==> config.mk <==
export PLATFORM = sky130hd
export DESIGN_NAME = rgb_1
export DESIGN_NICKNAME = d
export VERILOG_FILES = /design/src/rtl/rgb_1.sv
export SDC_FILE = /design/constraint.sdc
export NUM_CORES = 1
export LEC_CHECK = 0
export BUFFER_PORTS_ARGS = -buffer_cell sky130_fd_sc_hd__buf_4
export CAP_MARGIN = 0
export CORE_ASPECT_RATIO = 0.9
export CORE_UTILIZATION = 53
export CTS_CLUSTER_SIZE = 24
export DETAILED_ROUTE_END_ITERATION = 12
export PLACE_DENSITY_LB_ADDON = 0.3
export SLEW_MARGIN = 20
export SYNTH_ARGS = -nofsm -noshare
export SYNTH_HDL_FRONTEND = slang
export SYNTH_SLANG_ARGS = --single-unit
==> constraint.sdc <==
create_clock -name clk -period 1.8 [get_ports clk]
set_clock_uncertainty 0.1 [all_clocks]
set_input_delay 0.45 -clock clk [delete_from_list [all_inputs] [get_ports clk]]
set_output_delay 0.45 -clock clk [all_outputs]
set_load 0.03 [all_outputs]
==> src/rtl/rgb_1.sv <==
// rgb_1 - colour gate for a text-mode VGA pixel pipeline.
//
// Three push buttons select which colour channels light up for foreground
// (text) pixels. Each button is synchronized with two flops and then
// debounced. The debounced enable flips only after the synchronized level
// has differed from it for DEBOUNCE_CYCLES consecutive edges. Inside the
// active video area, a foreground pixel drives every enabled channel to full
// intensity. Everything else is black.
//
// Ports
//   clk                  : single clock, rising edge
//   reset                : synchronous, active-high reset
//   BotonR/BotonG/BotonB : asynchronous button levels, 1 = pressed
//   BIT_FUENTE           : font pixel bit, 1 = foreground
//   H_ON, V_ON           : horizontal / vertical active-video flags
//   R, G, B              : registered 4-bit channel intensities

module rgb_1 #(
  parameter int unsigned DEBOUNCE_CYCLES = 4
) (
  input  logic       clk,
  input  logic       reset,
  input  logic       BotonR,
  input  logic       BotonG,
  input  logic       BotonB,
  input  logic       BIT_FUENTE,
  input  logic       H_ON,
  input  logic       V_ON,
  output logic [3:0] R,
  output logic [3:0] G,
  output logic [3:0] B
);

  // The counter only has to reach DEBOUNCE_CYCLES-1, so it never wraps.
  localparam int CW = (DEBOUNCE_CYCLES > 1) ? $clog2(DEBOUNCE_CYCLES) : 1;
  localparam logic [CW-1:0] CNT_LAST = CW'(DEBOUNCE_CYCLES - 1);

  // Bit index per channel: 0 = red, 1 = green, 2 = blue.
  logic [2:0]    sync1;
  logic [2:0]    sync2;
  logic [2:0]    en;
  logic [CW-1:0] cnt [3];

  logic pix_on;
  assign pix_on = H_ON & V_ON & BIT_FUENTE;

  always_ff @(posedge clk) begin
    if (reset) begin
      sync1 <= '0;
      sync2 <= '0;
      en    <= '0;
      for (int i = 0; i < 3; i++) cnt[i] <= '0;
      R     <= 4'h0;
      G     <= 4'h0;
      B     <= 4'h0;
    end else begin
      sync1 <= {BotonB, BotonG, BotonR};
      sync2 <= sync1;
      for (int i = 0; i < 3; i++) begin
        if (sync2[i] == en[i]) begin
          // Level agrees with the debounced state: any partial count was a glitch.
          cnt[i] <= '0;
        end else if (cnt[i] == CNT_LAST) begin
          en[i]  <= sync2[i];
          cnt[i] <= '0;
        end else begin
          cnt[i] <= cnt[i] + 1'b1;
        end
      end
      R <= (pix_on && en[0]) ? 4'hF : 4'h0;
      G <= (pix_on && en[1]) ? 4'hF : 4'h0;
      B <= (pix_on && en[2]) ? 4'hF : 4'h0;
    end
  end

endmodule

Word level (Yosys, flattened, before mapping)
Memories as Yosys holds them, arrays and structs flattened.
Index checks and enable logic that the tools add are counted.
- multiply operators: 0
- bitwise logic cells: 14
- div/mod/pow operators: 0
- add/sub/neg operators: 3
- mux-type cells: 47
- reductions and logical operators: 6
- order comparisons: 0
- shift operators: 0
- equality and inequality tests: 6
- operators with widths (cell ; count):
    1-bit 2-to-1 mux ; 35
    2-bit 2-to-1 mux ; 9
    4-bit 2-to-1 mux ; 3
    1-bit OR ; 9
    2-bit by 1-bit adder with 2-bit output (second input constant) ; 3
    2-bit == test (second input constant) ; 3
    2-bit AND reduction ; 3
    1-bit == test ; 3
    1-bit logical AND ; 3
    1-bit inverter ; 3
    1-bit AND ; 2
- bits in read-only memories: 0
- latch bits: 0
- bits in registers: 21
- logic and storage cells: 85
- memories kept: 1
- bits in writable memories: 6
- memory list (name ; depth ; bits a word ; rd ports ; clocked after Yosys merged registers in ; wr ports ; line ; source):
    cnt ; 3 ; 2 ; 3 ; 0 ; 3 ; 42 ; logic [CW-1:0] cnt [3];

Logic depth before layout (Yosys ltp)
Gate-level depths: netlist of run 1.
- word-level depth: 7
- mapped depth: 3

Worst setup path after synthesis of run 1
OpenSTA, ideal clock, no wires.
- path type: reg-to-output
- start: register, netlist name B[2]
- end: output B[1]
- data arrival time: 0.739 ns
- required time: 1.250 ns
- path buffers: 1
- setup slack: 0.511 ns
- cell stages (with the launch flop): 2
- cell sequence: dfxtp_1 > buf_4
- RTL lines (what ; line ; source):
    to (decl) ; 31 ; output logic [3:0] B

==> results of run 1 <==
worst max path at each step:
stage | from | endpoint | slack, ns | cells past startpoint
2_1_floorplan | B[2] | B[1] | 0.51 | 1
3_3_place_gp | reset | R[2] | 0.57 | 3
3_5_place_dp | reset | R[2] | 0.55 | 3
4_1_cts | B[2] | B[3] | 0.38 | 1
5_1_grt | B[2] | B[2] | 0.34 | 1
6_report | B[2] | B[3] | 0.40 | 1
logic make-up after synthesis:
kind of cell,Yosys count,share of synthesized area [%]
muxes,3,3.89
adders and majority gates,3,4.86
DFF,18,54.5
xor gates and xnor gates,3,3.40
other,1,0.486
buffers and inverters,10,10.2
and+or+nand+nor,19,22.7
layer usage:
metal | vias up | track usage (%)
met2 | 13 | 29.6
met1 | 198 | 15.4
met4 | 0 | 9.38
met5 | - | 0
met3 | 2 | 4.25
li1 | 217 | -
sequential cells by signal, summed over array words and instances (netlist names):
register / cells
sync2: 3
G: 1
B: 1
cnt: 6
R: 1
en: 3
sync1: 3
metrics by stage:
step	hold WS (ns)	std cells	total power, uW	cell area (um^2)	util (%)
5_1_grt	0.275	88	707	895	69.3
2_1_floorplan	0.328	62	478	791	-
4_1_cts	0.278	88	682	895	69.3
3_5_place_dp	0.336	85	495	872	67.5
6_report	0.288	88	673	895	69.3
3_3_place_gp	0.332	85	492	872	67.5
power groups by stage:
stage,sequential [uW],combinational (uW),clock [uW]
2_1_floorplan,447,30.9,0
3_3_place_gp,448,43.7,0
3_5_place_dp,449,45.5,0
4_1_cts,440,45.2,197
5_1_grt,441,50.7,215
6_report,439,45.4,188
area by class of cell:
cell class                 instances  area [um^2]
sequential                        18          420
multi-input combinational         34          292
fill                             102          397
timing repair buffer              19          143
clock buffer                       3         22.5
tap                               14         17.5
cell usage in the layout, fill, tap and decap left out:
cell      synthesis  layout
nor4b_2           3       3
and2b_2           6       6
conb_1            1       6
clkbuf_4          0       3
ha_1              3       3
and2_1            3       3
buf_4             9      19
edfxtp_1          6       6
xnor2_1           3       3
nor2_1            3       3
nor4_2            3       3
mux2i_1           3       3
and4b_1           1       1
dfxtp_1          12      12
==> out/qor.txt, run 1 <==
Max stage delay on crit path = 0.39 ns
Postcts setup bufs = 0
Worst-path fanout max = 4
Worst hold endpoint = sync1[1]
H-tree lvl count = 1
Setup violators final = 0
Final count of hold timing violations = 0
Max Used Layer = met4
Worst Slack Setup Final = 0.403 ns
WL/cell = 12.0 um
Routed Antenna Nets = 0
Switching Share = 20.4%
Via-per-instance ratio = 4.89
Vias = 430
Distinct cells, synth = 14
Remaining DRCs = 0
Combinational Power Share = 6.7%
Total gr overflow = 0
Synthesis-to-layout area growth = 15.9%
Mean post-synth cell area = 13.5 um^2
EDFF count, synth = 6
Worst R2R Start = cnt[2][0]
Die height = 38.2 um
Clock Path Buffers = 2
Reg2reg end = cnt[2][1]
Initial DRT Pass Iterations = 2
CTS Buf Count = 3
Slowest-stage cell, CP = dfxtp_1
Req. time, crit path = 1.25 ns
Number of DRC markers in iteration 0 = 2
Top delay family on crit path = flip-flops
Synth top cells by count = dfxtp_1, buf_4, and2b_2, edfxtp_1
GP Congestion = 0.730
CP Cell Sequence = buf_4
Pins Over Slew Limit = 0
Clock slew at reported path FFs = 0.09 ns
Top cells by area, synth = dfxtp_1, edfxtp_1, buf_4, and2b_2, nor4b_2
Chip Width = 42.2 um
Internal Power = 536 uW
Overall routed net length = 1.05 mm
Worst EP arrival = 0.85 ns
Hpwl dp = 845 um
M1 WL = 423 um
RSZ-0062 raised after global routing = false
CP Buf/Inv Count = 1
CP endpoint kind = output pin
Num Clock Sinks = 18
VDD IR max = 0.553 mV
Die area = 1610 um^2
Place WS = 0.548 ns
Num rows = 12
WS Path Type = register to output pin
Pwr per Cell Area = 752 nW/um^2
Worst reg2reg path depth = 2
Global-route usage over all layers = 15.6%
Flops & latches, synth = 18
CTS tree = done
Status = complete, no violations
Max-cap violation count = 0
Startpoint Class = register
Final Critical Period = 1.40 ns
CTS-repair resized insts = 0
Cts hold-fix bufs = 0
Initial antenna violation count = 0
Max Clk Rate = 716 MHz
Initial core utilization = 59.8%
Hold path depth = 2
Nets = 87
First-pass GRT wire length = 1.68 mm
Share of the synthesized area in the top cell type = 31.1%
Reg power frac = 65.3%
Ant diodes = 0
# IOs = 20
Core area = 1290 um^2
Seq/Total Area, Yosys = 54.5%
Largest area contributor in the netlist = dfxtp_1
Sum Neg Setup Slack = 0 ns
Clock root buffer = clkbuf_4
Most numerous cell in the Yosys netlist = dfxtp_1
Ys async rst share = 0%
Layout cells sized above 1 = 45.9%
DR WL met2 = 574 um
Commonest register cell after synthesis = dfxtp_1
Largest net degree at the start of global routing = 17
Final Cycle Share = 77.6%
HP Class = input pin to register
I/O Buffers = 19
Vias in the first global route = 394
Yosys Warn Count = 0
Clock share of power = 28.0%
WL met3 = 52 um
Worst R2R Setup Slack = 0.53 ns
Worst Min Path Start = BotonG
Net Sw Power = 137 uW
Worst-Skew Late Latency = 0.28 ns
Leak = 0.000389 uW
Mapped Cells = 57
Synth Cell Area = 772 um^2
No activity file was read; power rests on OpenSTA's default activity.
==> inputs of run 2 (changes only) <==
CORE_UTILIZATION = 44   (was 53)
clock period = 1.2 ns   (was 1.8 ns; I/O delays follow)
==> out/qor.txt, run 2 (same netlist as run 1, synthesis figures left out) <==
Startpoint Class = register
Worst Slack Setup Final = -0.0139 ns (-0.417 ns)
Total gr overflow = 0 (unchanged)
CP endpoint kind = output pin
Status = finished with violations
Final Cycle Share = 101%
Number of DRC markers in iteration 0 = 1 (-1)
Max reg flops = 6 (unchanged)
Remaining DRCs = 0 (unchanged)
Commonest non-fill, non-tap cell in the layout = buf_6
Worst EP arrival = 0.81 ns (-0.04 ns)
Synthesis-to-layout area growth = 37.1%
Filler cell count = 125 (+23%)
Overall routed net length = 1.10 mm (+4.5%)
Global-route usage over all layers = 13.5% (-2.1 points)
Max-cap violation count = 0 (unchanged)
# IOs = 20 (unchanged)
Chip Width = 46.2 um (+9.3%)
Nets = 90 (+3.4%)
CP Buf/Inv Count = 1 (unchanged)
Worst-path fanout max = 4 (unchanged)
Switching Share = 21.2% (+0.86 points)
Initial core utilization = 50.0% (-9.8 points)
Sum Neg Setup Slack = -0.130 ns (-0.130 ns)
WS Path Type = register to output pin
Worst-Skew Late Latency = 0.29 ns (about the same)
Leak = 0.000424 uW (+9.1%)
Reg power frac = 62.4% (-2.9 points)
Slowest-stage cell, CP = dfxtp_4
Clock share of power = 28.7% (+0.7 points)
Vias = 452 (+5.1%)
Top reg by flops = cnt
Die area = 1930 um^2 (+19%)
Pwr per Cell Area = 992 nW/um^2 (+32%)
Combinational Power Share = 8.8% (+2.1 points)
Num Clock Sinks = 18 (unchanged)
Core area = 1550 um^2 (+20%)
Final count of hold timing violations = 0 (unchanged)
Final Critical Period = 1.21 ns
Initial antenna violation count = 0 (unchanged)
Max stage delay on crit path = 0.39 ns (about the same)
Hpwl dp = 752 um (-11%)
RSZ-0062 raised after global routing = true
Max Clk Rate = 824 MHz
Num rows = 13 (+1)
Initial DRT Pass Iterations = 2 (unchanged)
Largest net degree at the start of global routing = 17 (unchanged)
Layout cells sized above 1 = 56.4% (+10 points)
Routed Antenna Nets = 0 (unchanged)
Internal Power = 827 uW (+54%)
Multi-input gate area = 363 um^2 (+24%)
HP Class = input pin to register
Clock Path Buffers = 2 (unchanged)
Ant diodes = 0 (unchanged)
Top delay family on crit path = flip-flops
Postcts setup bufs = 0 (unchanged)
WL/cell = 11.0 um (-8.1%)
Tot Pwr = 1050 uW (+56%)
VDD IR max = 0.977 mV (+77%)
CTS Buf Count = 3 (unchanged)
Net Sw Power = 223 uW (+63%)
Clock slew at reported path FFs = 0.09 ns (about the same)
Place WS = -0.0339 ns (-0.582 ns)
Vias in the first global route = 451 (+14%)
Clock root buffer = clkbuf_4
Pins Over Slew Limit = 0 (unchanged)
I/O Buffers = 19 (unchanged)
Commonest non-fill, non-tap cells in the layout = buf_6, buf_4, dfxtp_1
GP Congestion = 0.635 (-13%)
Via-per-instance ratio = 4.52 (-7.5%)
Setup violators final = 12 (+12)
CTS tree = done
CP Cell Sequence = buf_6
H-tree lvl count = 1 (unchanged)
First-pass GRT wire length = 1.83 mm (+8.6%)
Req. time, crit path = 0.80 ns (-0.45 ns)
FF/Latch Area = 432 um^2 (+2.7%)
Die height = 41.7 um (+9.2%)
Failing checks = negative setup slack
-- run 2: layout make-up --
cell class	count	share of cell area, %
Multi-Input combinational cell	34	34.3
Clock buffer	4	2.48
Sequential cell	18	40.8
Tap cell	22	2.60
Timing Repair Buffer	22	19.9
-- run 2: final timing paths --
check	from	endpoint	depth (start not counted)	slack, ns
worst max-delay path	R[2]	R[2]	1	-0.01
worst min-delay path	BotonG	sync1[1]	2	0.13
worst max register to register	cnt[0][0]	cnt[0][1]	2	0.02
worst min register to register	sync1[2]	sync2[2]	1	0.35
-- run 2: power groups by stage --
stage | clock, uW | sequential, uW | combinational [uW]
finish | 302 | 656 | 92.8
global route | 353 | 658 | 102
CTS | 318 | 654 | 76.3
detailed placement | 0 | 672 | 75.4
global placement | 0 | 670 | 73.3
floorplan | 0 | 670 | 46.4
-- run 2: routing by layer --
layer / part of all wire [%] / wire length (um) / global-route usage [%] / up-vias
li1: - / - / - / 225
met1: 40 / 436 / 13.4 / 208
met2: 54 / 594 / 23.1 / 16
met3: 4.7 / 52 / 7.83 / 3
met4: 1.5 / 17 / 3.53 / 0
met5: 0 / 0 / 0 / -
-- run 2: repair_timing --
action / 4_1_cts / 5_1_grt
pin swaps: 1 / 3
resized for setup: 16 / 12
hold endpoints to repair: 0 / 0
hold buffers: 0 / 0
setup endpoints to repair: 17 / 17
-- run 2: metrics by stage --
stage                     hold WS [ns]  cell area (um^2)  instances  utilization [%]
after floorplan                  0.328               791         62                -
after global placement           0.331               905         96             58.5
after detailed placement         0.336               905         96             58.5
after CTS                        0.116               977        100             63.2
after global routing             0.105              1060        100             68.5
final                            0.128              1060        100             68.5
==> inputs of run 3 (changes only) <==
SETUP_SLACK_MARGIN = 0.3   (was unset)
==> out/qor.txt, run 3 (same netlist as run 1, synthesis figures left out) <==
Status = finished with violations
Failing checks = negative setup slack
Leak = 0.000430 uW (+1.6%)
First-pass GRT wire length = 1.75 mm (-4.2%)
Max stage delay on crit path = 0.39 ns (about the same)
I/O Buffers = 19 (unchanged)
VDD IR max = 0.683 mV (-30%)
Top delay family on crit path = flip-flops
Startpoint Class = register
Worst EP arrival = 0.80 ns (about the same)
Largest net degree at the start of global routing = 17 (unchanged)
Max-cap violation count = 0 (unchanged)
CP Cell Sequence = buf_6
Clock Path Buffers = 2 (unchanged)
Placed cell area = 923 um^2 (+2.1%)
Vias = 445 (-1.5%)
Final Core Density = 70.1% (+1.6 points)
WL/cell = 10.1 um (-7.9%)
Commonest non-fill, non-tap cells in the layout = buf_6, buf_4, dfxtp_1
Worst R2R Setup Slack = 0.04 ns (+0.02 ns)
Worst-path fanout max = 4 (unchanged)
Req. time, crit path = 0.80 ns (about the same)
Crit path from = G[2]
Die height = 41.7 um (unchanged)
Nets = 90 (unchanged)
Final Cycle Share = 100% (-0.80 points)
Filler cell count = 114 (-8.8%)
Number of DRC markers in iteration 0 = 2 (+1)
Worst reg2reg path depth = 2 (unchanged)
CTS tree = done
Final Critical Period = 1.20 ns (-0.00958 ns)
Reg2reg end = cnt[2][1]
Num rows = 13 (unchanged)
Setup violators final = 5 (-7)
Stages on the worst setup path = 1 (unchanged)
Commonest non-fill, non-tap cell in the layout = buf_6
Routed Antenna Nets = 0 (unchanged)
Ant diodes = 0 (unchanged)
Total gr overflow = 0 (unchanged)
Cts hold-fix bufs = 0 (unchanged)
CP Capture Point = G[0]
Clock slew at reported path FFs = 0.10 ns (about the same)
Worst Slack Setup Final = -0.00432 ns (+0.00958 ns)
Slowest-stage cell, CP = dfxtp_4
Via-per-instance ratio = 4.45 (-1.5%)
CTS Buf Count = 3 (unchanged)
Layout cells sized above 1 = 57.7% (+1.3 points)
Synthesis-to-layout area growth = 40.4%
CP endpoint kind = output pin
RSZ-0062 raised after global routing = true
Worst R2R Start = en[2]
H-tree lvl count = 1 (unchanged)
Initial antenna violation count = 0 (unchanged)
Cell total after placement = 96 (unchanged)
Remaining DRCs = 0 (unchanged)
# IOs = 20 (unchanged)
Clock root buffer = clkbuf_4
WS Path Type = register to output pin
Finished Layout Cells = 100 (unchanged)
Vias in the first global route = 431 (-4.4%)
Multi-input gate area = 388 um^2 (+6.9%)
Pins Over Slew Limit = 0 (unchanged)
Die area = 1930 um^2 (unchanged)
FF/Latch Area = 432 um^2 (unchanged)
HP Class = input pin to register
Worst-Skew Late Latency = 0.28 ns (about the same)
GP Congestion = 0.706 (+11%)
Num Clock Sinks = 18 (unchanged)
Max reg flops = 6 (unchanged)
WHS = 0.131 ns (+0.00316 ns)
CP Buf/Inv Count = 1 (unchanged)
Final count of hold timing violations = 0 (unchanged)
Pwr per Cell Area = 975 nW/um^2 (-1.7%)
Top reg by flops = cnt
Initial core utilization = 50.0% (unchanged)
Max Clk Rate = 830 MHz (+0.80%)
Chip Width = 46.2 um (unchanged)
Global-route usage over all layers = 12.5% (-0.97 points)
Core area = 1550 um^2 (unchanged)
Finished Cell Area = 1080 um^2 (+2.4%)
Initial DRT Pass Iterations = 3 (+1)
Overall routed net length = 1.01 mm (-7.9%)
## run 3: cell counts in the layout (fill, tap and decap cells not counted)
Identical to the previous run, type by type.
## run 3: routing by layer
| metal | up-vias | global-route usage (%) | share of wire, % |
|---|---|---|---|
| met5 | - | 0 | 0 |
| met4 | 0 | 7.06 | 1.2 |
| met3 | 2 | 2.61 | 3.6 |
| met2 | 16 | 20.0 | 47 |
| met1 | 202 | 15.0 | 48 |
| li1 | 225 | - | - |
## run 3: worst min path at each step
stage | from | end | slack (ns) | cells after the start
after CTS | BotonG | sync1[1] | 0.13 | 2
after floorplan | sync1[0] | sync2[0] | 0.33 | 1
final | BotonG | sync1[1] | 0.13 | 2
after global placement | sync1[0] | sync2[0] | 0.33 | 1
after detailed placement | sync1[0] | sync2[0] | 0.34 | 1
after global routing | BotonG | sync1[1] | 0.13 | 2
## run 3: per-stage QoR
stage	total power, uW	setup WS [ns]	TNS (ns)
3_3_place_gp	738	0.0597	0
5_1_grt	1100	-0.0328	-0.364
2_1_floorplan	712	0.0604	0
4_1_cts	1060	-0.0141	-0.129
3_5_place_dp	741	0.0418	0
6_report	1060	-0.00432	-0.0138
## run 3: power breakdown
part | internal (uW) | total (uW) | switching [uW]
logic | 58.9 | 99.6 | 40.7
registers | 642 | 656 | 13.4
clock network | 129 | 301 | 172
## run 3: repair_timing
action                                  4_1_cts  5_1_grt
setup buffers                                 0        0
resized for setup                            16        6
endpoints found under the setup margin       21       21
pin swaps                                     2        1
## run 3: cell type report
type                    count  area share, %
repair buffers             22           19.4
clock buffers               4           2.42
well taps                  22           2.54
multi-input cells          34           35.8
flip-flops and latches     18           39.8
